--- config.mk ---
export PLATFORM = sky130hd
export DESIGN_NAME = load_store_unit_flat
export DESIGN_NICKNAME = d
export VERILOG_FILES = /design/src/rtl/lsu_pkg.sv /design/src/rtl/lsu_if.sv /design/src/rtl/lsu_align.sv /design/src/rtl/load_store_unit.sv /design/src/flat_wrapper.sv
export SDC_FILE = /design/constraint.sdc
export NUM_CORES = 1
export LEC_CHECK = 0
export ABC_AREA = 1
export CAP_MARGIN = 25
export CORE_MARGIN = 5
export CORE_UTILIZATION = 40
export DETAILED_ROUTE_END_ITERATION = 10
export PLACE_DENSITY = 0.69
export SKIP_LAST_GASP = 1
export SLEW_MARGIN = 20
export SYNTH_ARGS = -nofsm -noshare
export SYNTH_HDL_FRONTEND = slang
export SYNTH_HIERARCHICAL = 1
export SYNTH_SLANG_ARGS = --single-unit
--- constraint.sdc ---
create_clock -name clk -period 6.6 [get_ports clk]
set_input_delay 0.99 -clock clk [delete_from_list [all_inputs] [get_ports clk]]
set_output_delay 0.99 -clock clk [all_outputs]
set_load 0.01 [all_outputs]
--- src/rtl/lsu_pkg.sv ---
// -----------------------------------------------------------------------------
// lsu_pkg
// Shared definitions for the load/store unit: default word-address width,
// RV64 funct3 width/sign codes, the controller state encoding and a helper
// that flags addresses not aligned to the access size.
// -----------------------------------------------------------------------------
package lsu_pkg;

    // 4096 x 32-bit words = 16 KB of data memory.
    localparam int LSU_AW = 12;

    // RV64 load/store funct3 codes. Bit 2 selects zero extension on loads.
    localparam logic [2:0] F3_B   = 3'b000;
    localparam logic [2:0] F3_H   = 3'b001;
    localparam logic [2:0] F3_W   = 3'b010;
    localparam logic [2:0] F3_D   = 3'b011;
    localparam logic [2:0] F3_BU  = 3'b100;
    localparam logic [2:0] F3_HU  = 3'b101;
    localparam logic [2:0] F3_WU  = 3'b110;
    localparam logic [2:0] F3_ILL = 3'b111;

    typedef enum logic [2:0] {
        ST_IDLE,
        ST_ISSUE0,
        ST_ISSUE1,
        ST_WAIT,
        ST_DONE
    } lsu_state_e;

    // funct3[1:0] is the log2 of the access size in bytes.
    function automatic logic misaligned(input logic [2:0] funct3,
                                        input logic [2:0] addr_lo);
        logic bad;
        case (funct3[1:0])
            2'b00:   bad = 1'b0;
            2'b01:   bad = addr_lo[0];
            2'b10:   bad = |addr_lo[1:0];
            default: bad = |addr_lo;
        endcase
        return bad;
    endfunction

endpackage

--- src/rtl/lsu_if.sv ---
// -----------------------------------------------------------------------------
// lsu_if
// Bundles the three channels of the load/store unit:
//   in_*   : request from EX/MEM (valid/ready handshake)
//   mem_*  : 32-bit word port of the data memory (read data one cycle later)
//   out_*  : completion beat towards writeback (valid/ready handshake)
// Modports:
//   slave  : the load/store unit itself
//   master : the environment (pipeline, memory and writeback side)
// -----------------------------------------------------------------------------
interface lsu_if #(
    parameter int AW = lsu_pkg::LSU_AW
) ();

    logic          in_valid;
    logic          in_ready;
    logic          in_store;
    logic [2:0]    in_funct3;
    logic [63:0]   in_addr;
    logic [63:0]   in_wdata;
    logic [4:0]    in_rd;

    logic          mem_en;
    logic [3:0]    mem_we;
    logic [AW-1:0] mem_addr;
    logic [31:0]   mem_wdata;
    logic [31:0]   mem_rdata;

    logic          out_valid;
    logic          out_ready;
    logic          out_wb_en;
    logic [4:0]    out_rd;
    logic [63:0]   out_data;
    logic          out_err;

    modport slave (
        input  in_valid, in_store, in_funct3, in_addr, in_wdata, in_rd,
        input  mem_rdata, out_ready,
        output in_ready, mem_en, mem_we, mem_addr, mem_wdata,
        output out_valid, out_wb_en, out_rd, out_data, out_err
    );

    modport master (
        output in_valid, in_store, in_funct3, in_addr, in_wdata, in_rd,
        output mem_rdata, out_ready,
        input  in_ready, mem_en, mem_we, mem_addr, mem_wdata,
        input  out_valid, out_wb_en, out_rd, out_data, out_err
    );

endinterface

--- src/rtl/lsu_align.sv ---
// -----------------------------------------------------------------------------
// lsu_align
// Purely combinational byte-lane logic for a big-endian 32-bit word port
// (byte offset 0 = word bits [31:24]).
// Ports:
//   funct3_i   : access width/sign code
//   offset_i   : byte offset within the word
//   second_i   : 1 while issuing the second (low) word of a doubleword
//   st_data_i  : right-aligned store data
//   st_we_o    : byte write enables, bit 3 = offset 0
//   st_word_o  : lane-replicated write word
//   ld_hi_i    : high word of a doubleword load
//   ld_lo_i    : the addressed word (low word for a doubleword)
//   ld_data_o  : extracted and sign/zero-extended load result
// -----------------------------------------------------------------------------
module lsu_align
    import lsu_pkg::*;
(
    input  logic [2:0]  funct3_i,
    input  logic [1:0]  offset_i,
    input  logic        second_i,
    input  logic [63:0] st_data_i,
    output logic [3:0]  st_we_o,
    output logic [31:0] st_word_o,
    input  logic [31:0] ld_hi_i,
    input  logic [31:0] ld_lo_i,
    output logic [63:0] ld_data_o
);

    // Store side: replicate the data to every lane it may land in, then let
    // the enables pick the lane(s) actually written.
    always_comb begin
        // NOTE: every output gets a default first so no path leaves it
        // unassigned, which would otherwise infer a latch.
        st_we_o   = 4'b0000;
        st_word_o = 32'h0;
        case (funct3_i)
            F3_B: begin
                st_we_o   = 4'b1000 >> offset_i;
                st_word_o = {4{st_data_i[7:0]}};
            end
            F3_H: begin
                st_we_o   = offset_i[1] ? 4'b0011 : 4'b1100;
                st_word_o = {2{st_data_i[15:0]}};
            end
            F3_W: begin
                st_we_o   = 4'b1111;
                st_word_o = st_data_i[31:0];
            end
            F3_D: begin
                st_we_o   = 4'b1111;
                st_word_o = second_i ? st_data_i[31:0] : st_data_i[63:32];
            end
            default: begin
                st_we_o   = 4'b0000;
                st_word_o = 32'h0;
            end
        endcase
    end

    logic [7:0]  ld_byte;
    logic [15:0] ld_half;

    always_comb begin
        case (offset_i)
            2'd0:    ld_byte = ld_lo_i[31:24];
            2'd1:    ld_byte = ld_lo_i[23:16];
            2'd2:    ld_byte = ld_lo_i[15:8];
            default: ld_byte = ld_lo_i[7:0];
        endcase
        ld_half = offset_i[1] ? ld_lo_i[15:0] : ld_lo_i[31:16];
    end

    always_comb begin
        ld_data_o = 64'h0;
        case (funct3_i)
            F3_B:    ld_data_o = {{56{ld_byte[7]}}, ld_byte};
            F3_BU:   ld_data_o = {56'h0, ld_byte};
            F3_H:    ld_data_o = {{48{ld_half[15]}}, ld_half};
            F3_HU:   ld_data_o = {48'h0, ld_half};
            F3_W:    ld_data_o = {{32{ld_lo_i[31]}}, ld_lo_i};
            F3_WU:   ld_data_o = {32'h0, ld_lo_i};
            F3_D:    ld_data_o = {ld_hi_i, ld_lo_i};
            F3_ILL:  ld_data_o = 64'h0;
            default: ld_data_o = 64'h0;
        endcase
    end

endmodule

--- src/rtl/load_store_unit.sv ---
// -----------------------------------------------------------------------------
// load_store_unit
// Memory-stage access controller in front of the 16 KB data memory. Turns one
// RV64 load/store (b/h/w/d, signed or unsigned) into one or two accesses on
// the 32-bit word port and returns a completion beat with writeback data.
// Ports:
//   clk  : rising-edge clock
//   rst  : asynchronous, active-high reset
//   bus  : lsu_if.slave -- request, memory word port and completion channels
// Flow: IDLE -> ISSUE0 -> [ISSUE1 for doublewords] -> WAIT -> DONE -> IDLE,
// or IDLE -> DONE directly for a rejected request (no memory access).
// All outputs are decoded from the registered state, so a reset drops
// mem_en and out_valid immediately.
// -----------------------------------------------------------------------------
module load_store_unit
    import lsu_pkg::*;
#(
    parameter int AW = LSU_AW
) (
    input  logic clk,
    input  logic rst,
    lsu_if.slave bus
);

    lsu_state_e    state_q,  state_d;
    logic          store_q,  store_d;
    logic [2:0]    funct3_q, funct3_d;
    logic [AW-1:0] word_q,   word_d;
    logic [1:0]    off_q,    off_d;
    logic [63:0]   wdata_q,  wdata_d;
    logic [4:0]    rd_q,     rd_d;
    logic          err_q,    err_d;
    logic [31:0]   hi_q,     hi_d;
    logic [63:0]   data_q,   data_d;

    logic          req_err;
    logic [3:0]    st_we;
    logic [31:0]   st_word;
    logic [63:0]   ld_data;

    // Request checks, evaluated on the incoming request while in IDLE.
    always_comb begin
        req_err = 1'b0;
        if (bus.in_funct3 == F3_ILL)                   req_err = 1'b1;
        if (bus.in_store && bus.in_funct3[2])          req_err = 1'b1;
        if (misaligned(bus.in_funct3, bus.in_addr[2:0])) req_err = 1'b1;
        if (|bus.in_addr[63:AW+2])                     req_err = 1'b1;
        // Second word of a doubleword would wrap past the last word.
        if (bus.in_funct3 == F3_D && (&bus.in_addr[AW+1:2])) req_err = 1'b1;
    end

    lsu_align u_align (
        .funct3_i  (funct3_q),
        .offset_i  (off_q),
        .second_i  (state_q == ST_ISSUE1),
        .st_data_i (wdata_q),
        .st_we_o   (st_we),
        .st_word_o (st_word),
        .ld_hi_i   (hi_q),
        .ld_lo_i   (bus.mem_rdata),
        .ld_data_o (ld_data)
    );

    always_comb begin
        state_d  = state_q;
        store_d  = store_q;
        funct3_d = funct3_q;
        word_d   = word_q;
        off_d    = off_q;
        wdata_d  = wdata_q;
        rd_d     = rd_q;
        err_d    = err_q;
        hi_d     = hi_q;
        data_d   = data_q;

        bus.in_ready  = 1'b0;
        bus.mem_en    = 1'b0;
        bus.mem_we    = 4'b0000;
        bus.mem_addr  = '0;
        bus.mem_wdata = 32'h0;
        bus.out_valid = 1'b0;
        bus.out_wb_en = 1'b0;
        bus.out_rd    = 5'd0;
        bus.out_data  = 64'h0;
        bus.out_err   = 1'b0;

        case (state_q)
            ST_IDLE: begin
                bus.in_ready = 1'b1;
                if (bus.in_valid) begin
                    store_d  = bus.in_store;
                    funct3_d = bus.in_funct3;
                    word_d   = bus.in_addr[AW+1:2];
                    off_d    = bus.in_addr[1:0];
                    wdata_d  = bus.in_wdata;
                    rd_d     = bus.in_rd;
                    err_d    = req_err;
                    hi_d     = 32'h0;
                    data_d   = 64'h0;
                    state_d  = req_err ? ST_DONE : ST_ISSUE0;
                end
            end

            ST_ISSUE0: begin
                bus.mem_en   = 1'b1;
                bus.mem_addr = word_q;
                if (store_q) begin
                    bus.mem_we    = st_we;
                    bus.mem_wdata = st_word;
                end
                state_d = (funct3_q == F3_D) ? ST_ISSUE1 : ST_WAIT;
            end

            ST_ISSUE1: begin
                bus.mem_en   = 1'b1;
                bus.mem_addr = word_q + AW'(1);
                if (store_q) begin
                    bus.mem_we    = st_we;
                    bus.mem_wdata = st_word;
                end else begin
                    // Read data for the ISSUE0 access arrives now.
                    hi_d = bus.mem_rdata;
                end
                state_d = ST_WAIT;
            end

            ST_WAIT: begin
                if (!store_q) begin
                    data_d = ld_data;
                end
                state_d = ST_DONE;
            end

            ST_DONE: begin
                bus.out_valid = 1'b1;
                bus.out_err   = err_q;
                bus.out_wb_en = !store_q && !err_q;
                bus.out_rd    = rd_q;
                bus.out_data  = data_q;
                if (bus.out_ready) begin
                    state_d = ST_IDLE;
                end
            end

            default: state_d = ST_IDLE;
        endcase
    end

    // NOTE: sequential state uses non-blocking assignments so every register
    // samples the pre-edge values, independent of statement order.
    always_ff @(posedge clk or posedge rst) begin
        if (rst) begin
            state_q  <= ST_IDLE;
            store_q  <= 1'b0;
            funct3_q <= 3'b000;
            word_q   <= '0;
            off_q    <= 2'b00;
            wdata_q  <= 64'h0;
            rd_q     <= 5'd0;
            err_q    <= 1'b0;
            hi_q     <= 32'h0;
            data_q   <= 64'h0;
        end else begin
            state_q  <= state_d;
            store_q  <= store_d;
            funct3_q <= funct3_d;
            word_q   <= word_d;
            off_q    <= off_d;
            wdata_q  <= wdata_d;
            rd_q     <= rd_d;
            err_q    <= err_d;
            hi_q     <= hi_d;
            data_q   <= data_d;
        end
    end

endmodule

--- src/flat_wrapper.sv ---
// flat-port wrapper written by rule: the top's interface ports become plain ports
module load_store_unit_flat import lsu_pkg::*;
#(
    parameter int AW = LSU_AW
)
  (clk, rst, bus_in_valid, bus_in_store, bus_in_funct3, bus_in_addr, bus_in_wdata, bus_in_rd, bus_mem_rdata, bus_out_ready, bus_in_ready, bus_mem_en, bus_mem_we, bus_mem_addr, bus_mem_wdata, bus_out_valid, bus_out_wb_en, bus_out_rd, bus_out_data, bus_out_err);
  lsu_if #(.AW(AW)) bus_i ();
  input  logic clk;
  input  logic rst;
  input wire logic [$bits(bus_i.in_valid)-1:0] bus_in_valid;
  input wire logic [$bits(bus_i.in_store)-1:0] bus_in_store;
  input wire logic [$bits(bus_i.in_funct3)-1:0] bus_in_funct3;
  input wire logic [$bits(bus_i.in_addr)-1:0] bus_in_addr;
  input wire logic [$bits(bus_i.in_wdata)-1:0] bus_in_wdata;
  input wire logic [$bits(bus_i.in_rd)-1:0] bus_in_rd;
  input wire logic [$bits(bus_i.mem_rdata)-1:0] bus_mem_rdata;
  input wire logic [$bits(bus_i.out_ready)-1:0] bus_out_ready;
  output wire logic [$bits(bus_i.in_ready)-1:0] bus_in_ready;
  output wire logic [$bits(bus_i.mem_en)-1:0] bus_mem_en;
  output wire logic [$bits(bus_i.mem_we)-1:0] bus_mem_we;
  output wire logic [$bits(bus_i.mem_addr)-1:0] bus_mem_addr;
  output wire logic [$bits(bus_i.mem_wdata)-1:0] bus_mem_wdata;
  output wire logic [$bits(bus_i.out_valid)-1:0] bus_out_valid;
  output wire logic [$bits(bus_i.out_wb_en)-1:0] bus_out_wb_en;
  output wire logic [$bits(bus_i.out_rd)-1:0] bus_out_rd;
  output wire logic [$bits(bus_i.out_data)-1:0] bus_out_data;
  output wire logic [$bits(bus_i.out_err)-1:0] bus_out_err;
  assign bus_i.in_valid = bus_in_valid;
  assign bus_i.in_store = bus_in_store;
  assign bus_i.in_funct3 = bus_in_funct3;
  assign bus_i.in_addr = bus_in_addr;
  assign bus_i.in_wdata = bus_in_wdata;
  assign bus_i.in_rd = bus_in_rd;
  assign bus_i.mem_rdata = bus_mem_rdata;
  assign bus_i.out_ready = bus_out_ready;
  assign bus_in_ready = bus_i.in_ready;
  assign bus_mem_en = bus_i.mem_en;
  assign bus_mem_we = bus_i.mem_we;
  assign bus_mem_addr = bus_i.mem_addr;
  assign bus_mem_wdata = bus_i.mem_wdata;
  assign bus_out_valid = bus_i.out_valid;
  assign bus_out_wb_en = bus_i.out_wb_en;
  assign bus_out_rd = bus_i.out_rd;
  assign bus_out_data = bus_i.out_data;
  assign bus_out_err = bus_i.out_err;
  load_store_unit #(.AW(AW)) u_core (.clk(clk), .rst(rst), .bus(bus_i));
endmodule
==> metrics.txt, run 1 <==
Post-CTS Hold Fix Bufs=0; Max VDD drop=158 uV; Final Non-Filler Cells=2340; largest net degree at the start of global routing=133; Cell Rows=61; Synth area leader=dfrtp_1; register area=4680 um2; clock share of power=20.4%; FF+latch count, synth=187; Core ar.=27900 um2; worst clock skew=0.0104 ns; crit path time final=4.28 ns; largest cells by area after synthesis=dfrtp_1 41%, nand2_1 21%, nor2_1 7.6%; clock buffer depth=2; kind of critical path=reg -> out; sequential area share after synthesis=41.3%; initial antenna violation count=2; gpl congestion=0.926; design area=14900 um2; post-DR vias/cell=5.00; most frequent cell after synthesis=nand2_1; first-pass GRT wire length=59600 um; Vias=11.7k; Filler cells=2786; Inserted Diodes=0; Async S/R FF share, synth=100%; post-synthesis compound-gate area fraction=7.15%; top-area cell type share of the netlist area=41.3%; Peak Freq=233 MHz; Inserted Clock Buffers=17; Post-Syn Nets=1902; critical path's largest stage delay=0.60 ns; Top FF cell, synth=dfrtp_1; actual slew at the worst max-slew pin=0.970 ns; sw frac=46.9%; Logic pwr share=46.0%; reg-to-reg endpoint=u_core/wdata_q[58]; Slowest-stage cell, CP=clkdlybuf4s50_1; layout cells sized above 1=3.98%; chip height=178 um; DRT iter0 DRCs=928; CP Capture Type=output pin; CTS Root Buffer Type=clkbuf_16; chip width=178 um; part of the power in registers=33.6%; CP endpoint=bus_mem_wdata[4]; Max-slew headroom=35.3%; fin crit share=64.9%; WP data arrival=3.29 ns; Startpoint Class=flip-flop; Clk Latency, worst-skew pair=0.43 ns; hpwl dp=27300 um; Net Sw Power=2470 uW; post-synthesis mux area share=0%; synthesized area=11300 um2; Initial Util=40.7%; Cell Pwr Density=354 nW/um2; LEAKAGE=0.00714 uW; # Post-CTS Setup Buffers=0; post-route ant nets=0; H-tree level count=4; GR Overflow Total=0; top fanout value on the critical path=36; final routed DRC violation total=0; area of the multi-input gates=5250 um2; Post-Synth Adder-Cell Area=0.110%; IO Count=295; vias in the first global route=11.5k; gr usage total=23.4%; post-synth cell types=36; maxcap violations=0; final hold vios=0; worst r2r path cells=6; setup_tns=0 ns; XOR/XNOR share of the synthesized area=0.155%; CP required=5.61 ns; First-pass DRT Iterations=7; # resized after CTS=0; design internal power=2800 uW; synth cell count leaders=624 x nand2_1, 230 x nor2_1, 197 x inv_1; nets@finish=2124; status=finished, final reports clean; CP Cell Sequence=buf_4 -> inv_2 -> nand2_1 -> nor2_2 -> nand2_1 -> nand4_1 -> inv_1 -> nor2_1 -> clkdlybuf4s50_1; RSZ-0062 raised after global routing=false; largest family of logic cells by synthesized area=simple AND/OR/NAND/NOR gates; crit path from=u_core/funct3_q[0]; Slew Limit Fails=0; Cell Area, Placed=14300 um2; synthesis-to-finish area growth=31.5%; Clock transition at path regs=0.08 ns; Yosys warning count=6; number of flops mapped to enable cells by yosys=0; reg2reg setup slack=3.63 ns; cell mode on critical path=nand2_1; placed insts=2309; WL/cell=16.0 um; Hold Path Class=reg -> reg; Routed WL=37400 um; CTS sink cnt=187; worst r2r src=u_core/state_q[0]; TritonCTS clock tree=built; Gate Count Post-Synth=1728; Mapped Avg Cell Area=6.55 um2; PortBufs=294; die area=31800 um2; final setup violation count=0; simple-gate share of the synthesized area=38.7%
==> power groups by stage <==
| stage | Combinational (uW) | Clock (uW) | Sequential, uW |
|---|---|---|---|
| final | 2420 | 1080 | 1770 |
| after global routing | 2740 | 1150 | 1810 |
| after CTS | 2430 | 1100 | 1760 |
| after detailed placement | 2420 | 0 | 1780 |
| after global placement | 2380 | 0 | 1770 |
| after floorplan | 1880 | 0 | 1640 |
==> layout by cell type (no fill, tap or decap), drive strengths merged <==
master / n
nand2: 628
clkdlybuf4s50: 294
nor2: 236
inv: 215
dfrtp: 187
o21ai: 132
nand3: 127
nand4: 58
clkbuf: 17
buf: 15
a21oi: 12
clkinv: 10
nor3: 7
and2: 5
o211ai: 4
o31ai: 3
bufinv: 2
o22ai: 2
or2: 2
clkinvlp: 1
nand3b: 1
xnor2: 1
a22o: 1
xor2: 1
ha: 1
==> state kept, by name, summed over array words and instances, names as in the netlist <==
signal	flops
u_core/data_q	64
u_core/word_q	12
u_core/funct3_q	3
u_core/err_q	1
u_core/rd_q	5
u_core/store_q	1
u_core/wdata_q	64
u_core/off_q	2
u_core/hi_q	32
u_core/state_q	3
==> metrics by stage <==
stage | hold slack, ns | util [%] | setup WS (ns) | total power, uW
global route | 0.513 | 53.5 | 2.09 | 5710
finish | 0.485 | 53.5 | 2.32 | 5270
CTS | 0.489 | 53.5 | 2.33 | 5300
floorplan | 0.449 | - | 0.525 | 3510
detailed placement | 0.467 | 51.3 | 2.81 | 4200
global placement | 0.462 | 51.1 | 2.53 | 4150
==> metal layers <==
metal | GRT usage, % | vias up | routed length [um]
met1 | 30.6 | 5436 | 16100
met2 | 38.9 | 436 | 17600
li1 | - | 5766 | -
met4 | 7.20 | 4 | 922
met5 | 0 | - | 25
met3 | 5.15 | 69 | 2790
==> how the worst min path moves through the flow <==
stage,endpoint,slack [ns],startpoint,cells after the start
finish,u_core/wdata_q[58],0.49,u_core/wdata_q[58],2
global placement,u_core/wdata_q[46],0.46,u_core/wdata_q[46],2
detailed placement,u_core/wdata_q[45],0.47,u_core/wdata_q[45],2
floorplan,u_core/wdata_q[17],0.45,u_core/wdata_q[17],2
global route,u_core/wdata_q[36],0.51,u_core/wdata_q[36],2
CTS,u_core/wdata_q[48],0.49,u_core/wdata_q[48],2
==> cell families (layout without fill, tap and decap cells) <==
group,after synthesis,after routing
buffers and inverters,320,554
flip-flops,187,187
AND/OR/NAND/NOR,1064,1064
XOR/XNOR,2,2
adder cells (fa/ha/maj),1,1
AO/OA/AOI/OAI,154,154
==> layout make-up <==
cell class	instances	area share, %
timing repair buffer	309	20.6
tap	378	3.17
clock buffer	17	2.86
clock inverter	14	1.23
multi-input combinational	1221	35.2
inverter	214	5.44
sequential	187	31.4
==> critical path: cells and delay by family (launching register included) <==
family | cells | cell delay (ns)
flops | 1 | 0.46
buf+inv | 4 | 1.11
simple gates | 5 | 1.30
(Power assumes the default switching activity.)
==> inputs of run 2 (changes only) <==
Settings changed: PLACE_DENSITY 0.69 to 0.71.
Clock period 6.6 ns to 3.6 ns, I/O delays scaled along.
==> metrics.txt, run 2 (synthesis results as in run 1) <==
Max-slew headroom=36.5% (+1.1 points); commonest cells after routing, fill and taps aside=624 x nand2_1, 294 x clkdlybuf4s50_1, 229 x nor2_1; post-DR vias/cell=5.04 (+0.63%); worst clock skew=0.0180 ns (+0.00763 ns); Slowest-stage cell, CP=clkdlybuf4s50_1; CP Capture Type=output pin; Clk Latency, worst-skew pair=0.44 ns (about the same); RSZ-0062 raised after global routing=true; Initial Util=40.7% (unchanged); worst r2r src=u_core/funct3_q[0]; gr usage total=23.8% (+0.37 points); Cell Pwr Density=648 nW/um2 (+83%); First-pass DRT Iterations=7 (unchanged); largest net degree at the start of global routing=94 (-29%); commonest non-fill, non-tap cell in the layout=nand2_1; CP endpoint=bus_mem_wdata[9]; CTS Root Buffer Type=clkbuf_16; LEAKAGE=0.00721 uW (+0.92%); clock share of power=20.7% (+0.3 points); part of the power in registers=33.0% (-0.6 points); CTS sink cnt=187 (unchanged); top fanout value on the critical path=64 (+78%); first-pass GRT wire length=60600 um (+1.7%); WL/cell=16.2 um (+1.1%); # Post-CTS Setup Buffers=0 (unchanged); design internal power=5140 uW (+83%); actual slew at the worst max-slew pin=0.953 ns (-0.0169 ns); H-tree level count=4 (unchanged); sw frac=47.3% (+0.41 points); Cell Area, Placed=14400 um2 (+0.76%); Startpoint Class=flip-flop; critical path's largest stage delay=0.57 ns (-0.03 ns); design area=15100 um2 (+1.0%); final routed DRC violation total=0 (unchanged); WP data arrival=2.81 ns (-0.48 ns); CP Cell Sequence=nor2_1 -> nand2_1 -> inv_2 -> buf_6 -> nand2_1 -> nand2_1 -> nand2_1 -> nand4_1 -> inv_1 -> nor2_1 -> clkdlybuf4s50_1; gpl congestion=0.940 (+1.5%); Hold Path Class=reg -> reg; layout cells sized above 1=4.51% (+0.54 points); Max VDD drop=382 uV (+140%); Peak Freq=298 MHz; kind of critical path=reg -> out; Core ar.=27900 um2 (unchanged); maxcap violations=0 (unchanged); reg2reg setup slack=1.09 ns (-2.54 ns); post-route ant nets=0 (unchanged); crit path setup slack, layout=0.247 ns (-2.07 ns); setup_tns=0 ns (unchanged); status=finished, final reports clean; clock buffer depth=2 (unchanged); crit path time final=3.35 ns; die area=31800 um2 (unchanged); DRT iter0 DRCs=1084 (+17%); PortBufs=294 (unchanged); GR Overflow Total=0 (unchanged); fin crit share=93.1%; placed insts=2319 (+0.43%); largest registers=u_core/data_q x64, u_core/wdata_q x64, u_core/hi_q x32; CP required=3.06 ns (-2.55 ns); final setup violation count=0 (unchanged); Inserted Diodes=0 (unchanged); Net Sw Power=4610 uW (+86%); Inserted Clock Buffers=17 (unchanged); synthesis-to-finish area growth=32.9%; reg-to-reg endpoint=u_core/data_q[10]; Final Non-Filler Cells=2351 (+0.47%); TritonCTS clock tree=built; Vias=11.8k (+1.1%); nets@finish=2134 (+0.47%); final hold vios=0 (unchanged); chip width=178 um (unchanged); vias in the first global route=11.6k (+1.1%); Routed WL=38000 um (+1.6%); Cell Rows=61 (unchanged); hpwl dp=27400 um (+0.21%); worst hold start=u_core/wdata_q[49]; pre-CTS setup slack=0.531 ns (-2.28 ns); initial antenna violation count=1 (-1); chip height=178 um (unchanged); crit path from=u_core/state_q[0]; Logic pwr share=46.3% (+0.3 points); cell mode on critical path=nand2_1; Clock transition at path regs=0.08 ns (about the same); Slew Limit Fails=0 (unchanged); worst r2r path cells=10 (+4); IO Count=295 (unchanged)
==> run 2: cell count changes in the layout (fill, tap and decap cells not counted), sizes merged <==
cell | before | now
inv | 215 | 214
clkinv | 10 | 11
bufinv | 2 | 1
clkinvlp | 1 | 3
buf | 15 | 25
==> run 2: cell type report <==
| class | instances | area (um2) |
|---|---|---|
| Clock buffer | 17 | 425 |
| Clock inverter | 15 | 215 |
| Fill cell | 2745 | 12800 |
| Inverter | 214 | 807 |
| Multi-Input combinational cell | 1221 | 5260 |
| Sequential cell | 187 | 4680 |
| Tap cell | 378 | 473 |
| Timing Repair Buffer | 319 | 3200 |
==> run 2: worst min path at each step <==
| stage | end | slack (ns) | cells after the start |
|---|---|---|---|
| 4_1_cts | u_core/wdata_q[36] | 0.49 | 2 |
| 3_5_place_dp | u_core/wdata_q[49] | 0.47 | 2 |
| 2_1_floorplan | u_core/wdata_q[17] | 0.45 | 2 |
| 6_report | u_core/wdata_q[49] | 0.48 | 2 |
| 5_1_grt | u_core/wdata_q[49] | 0.50 | 2 |
| 3_3_place_gp | u_core/wdata_q[36] | 0.46 | 2 |
==> run 2: repair_timing <==
| item | 4_1_cts | 5_1_grt |
|---|---|---|
| gates resized for setup | 0 | 3 |
| endpoints found under the setup margin | 0 | 33 |
| hold buffers | 0 | 0 |
==> run 2: layer usage <==
metal  up-vias  wire length [um]  track usage [%]  share of wire [%]
met2       473             17900             38.9                 47
met3        76              3270             6.00                8.6
met1      5492             15800             31.1                 42
met5         -                13                0              0.034
li1       5797                 -                -                  -
met4         2              1020             7.32                2.7
==> run 2: through the flow <==
step	power, uW	utilization, %	hold slack (ns)
2_1_floorplan	6440	-	0.449
3_3_place_gp	7660	51.7	0.463
3_5_place_dp	7720	51.7	0.466
4_1_cts	9780	54.0	0.486
5_1_grt	10600	54.0	0.503
6_report	9750	54.0	0.483
==> run 2: power groups by stage <==
stage | clock network [uW] | registers, uW | logic [uW]
2_1_floorplan | 0 | 3000 | 3440
3_3_place_gp | 0 | 3220 | 4440
3_5_place_dp | 0 | 3230 | 4480
4_1_cts | 2070 | 3200 | 4510
5_1_grt | 2170 | 3290 | 5110
6_report | 2020 | 3210 | 4520
==> run 2: critical path: cells and delay by family (launching register included) <==
kind	cells	cell delay [ns]
flip-flops	1	0.46
buffers and inverters	4	1.15
AND/OR/NAND/NOR	7	0.74
==> inputs of run 3 (changes only) <==
Settings changed: CORE_UTILIZATION 40 to 45, PLACE_DENSITY 0.71 to 0.79.
==> metrics.txt, run 3 (synthesis results as in run 1) <==
worst clock skew=0.0147 ns (-0.00327 ns); Slew Limit Fails=0 (unchanged); reg2reg setup slack=1.10 ns (about the same); WP data arrival=2.89 ns (+0.08 ns); Hold Path Class=reg -> reg; Core ar.=25000 um2 (-10%); layout cells sized above 1=4.51% (unchanged); gpl congestion=0.953 (+1.3%); TritonCTS clock tree=built; Max VDD drop=367 uV (-4.1%); die area=28400 um2 (-11%); largest registers=u_core/data_q x64, u_core/wdata_q x64, u_core/hi_q x32; Min-Delay Endpoint=u_core/wdata_q[55]; IO Count=295 (unchanged); post-route ant nets=0 (unchanged); maxcap violations=0 (unchanged); top fanout value on the critical path=14 (-78%); status=finished, final reports clean; first-pass GRT wire length=59200 um (-2.2%); largest net degree at the start of global routing=82 (-13%); crit path time final=3.43 ns (+0.0799 ns); # Post-CTS Setup Buffers=0 (unchanged); PortBufs=294 (unchanged); Cell Rows=58 (-4.9%); nets@finish=2134 (unchanged); hpwl dp=26600 um (-2.7%); Max-slew headroom=34.0% (-2.5 points); WL/cell=16.0 um (-0.92%); CP Cell Sequence=inv_2 -> nand2_2 -> nor2_2 -> nand2_1 -> nand4_1 -> inv_1 -> nor2_1 -> clkdlybuf4s50_1; actual slew at the worst max-slew pin=0.986 ns (+0.0332 ns); Inserted Clock Buffers=17 (unchanged); CP required=3.06 ns (about the same); First-pass DRT Iterations=5 (-2); Hold Worst Slack=0.487 ns (+0.00401 ns); CP Capture Type=output pin; fin crit share=95.4% (+2.2 points); commonest cells after routing, fill and taps aside=624 x nand2_1, 294 x clkdlybuf4s50_1, 229 x nor2_1; Initial Util=45.4% (+4.7 points); Clock transition at path regs=0.07 ns (about the same); RSZ-0062 raised after global routing=false; setup_tns=0 ns (unchanged); vias in the first global route=11.4k (-2.0%); Vias=11.8k (-0.50%); worst r2r src=u_core/funct3_q[0]; commonest non-fill, non-tap cell in the layout=nand2_1; kind of critical path=reg -> out; worst hold start=u_core/wdata_q[55]; GR Overflow Total=0 (unchanged); final setup violation count=0 (unchanged); gr usage total=25.6% (+1.8 points); chip height=169 um (-5.4%); CTS Root Buffer Type=clkbuf_16; final hold vios=0 (unchanged); critical path's largest stage delay=0.62 ns (+0.05 ns); CTS sink cnt=187 (unchanged); synthesis-to-finish area growth=32.1%; Clk Latency, worst-skew pair=0.44 ns (about the same); LEAKAGE=0.00719 uW (-0.22%); Routed WL=36900 um (-2.9%); H-tree level count=4 (unchanged); hold path depth=2 (unchanged); DRT iter0 DRCs=1328 (+23%); Slowest-stage cell, CP=nor2_2; reg-to-reg endpoint=u_core/data_q[15]; Startpoint Class=flip-flop; initial antenna violation count=0 (-1); Cell Pwr Density=653 nW/um2 (+0.83%); worst r2r path cells=10 (unchanged); final routed DRC violation total=0 (unchanged); clock buffer depth=2 (unchanged); post-DR vias/cell=5.11 (+1.5%); Peak Freq=291 MHz (-2.3%); chip width=169 um (-5.4%)
[run 3: cell types whose count changed in the layout (fill, tap and decap cells not counted), sizes merged]
cell / change
clkinv: +2
clkinvlp: -1
inv: -1
diode: +1
[run 3: critical path: cells and delay by family (launching register included)]
family | cells | cell delay [ns]
and+or+nand+nor | 5 | 1.30
DFF | 1 | 0.41
buffers and inverters | 3 | 0.76
[run 3: cell type report]
class	count	area, um2
diodes	1	2.50
clock buffers	17	425
clock inverters	15	219
repair buffers	319	3170
fillers	2404	10000
flip-flops and latches	187	4680
multi-input cells	1221	5250
inverters	214	807
well taps	330	413
[run 3: per-stage QoR]
| stage | std cells | setup WS, ns | total power (uW) | instance area [um2] | util [%] |
|---|---|---|---|---|---|
| 2_1_floorplan | 1728 | 0.654 | 6440 | 11300 | - |
| 3_3_place_gp | 2271 | 0.609 | 7680 | 14300 | 57.3 |
| 3_5_place_dp | 2271 | 0.595 | 7740 | 14300 | 57.3 |
| 4_1_cts | 2303 | 0.100 | 9790 | 15000 | 59.9 |
| 5_1_grt | 2303 | 0.0181 | 10500 | 15000 | 59.9 |
| 6_report | 2304 | 0.167 | 9770 | 15000 | 59.9 |
[run 3: per-layer routing]
metal / track usage, % / part of all wire [%] / wire length, um
met1: 34.1 / 42 / 15600
met2: 43.1 / 48 / 17800
met3: 5.18 / 7.8 / 2870
met4: 6.28 / 1.9 / 718
met5: 0 / 0 / 0
[run 3: worst max-delay path by stage]
stage                             from                 to  slack [ns]  depth (start not counted)
finish              u_core/funct3_q[1]  bus_mem_wdata[29]        0.17                          8
global route         u_core/state_q[0]  bus_mem_wdata[26]        0.02                         12
CTS                  u_core/state_q[0]  bus_mem_wdata[29]        0.10                         11
detailed placement   u_core/state_q[0]  bus_mem_wdata[29]        0.60                         11
global placement     u_core/state_q[0]  bus_mem_wdata[29]        0.61                         11
floorplan                          rst   u_core/data_q[0]        0.65                          1
[run 3: timing repair]
item / 4_1_cts / 5_1_grt
resized for setup: 0 / 1
endpoints found under the setup margin: 0 / 11
hold buffers: 0 / 0
[run 3: power by group]
part	leakage, uW	switching (uW)	internal (uW)	total [uW]
Clock	0.000306	992	1020	2020
Combinational	0.00442	3110	1460	4570
Sequential	0.00247	536	2650	3180
Total	0.00719	4640	5140	9770
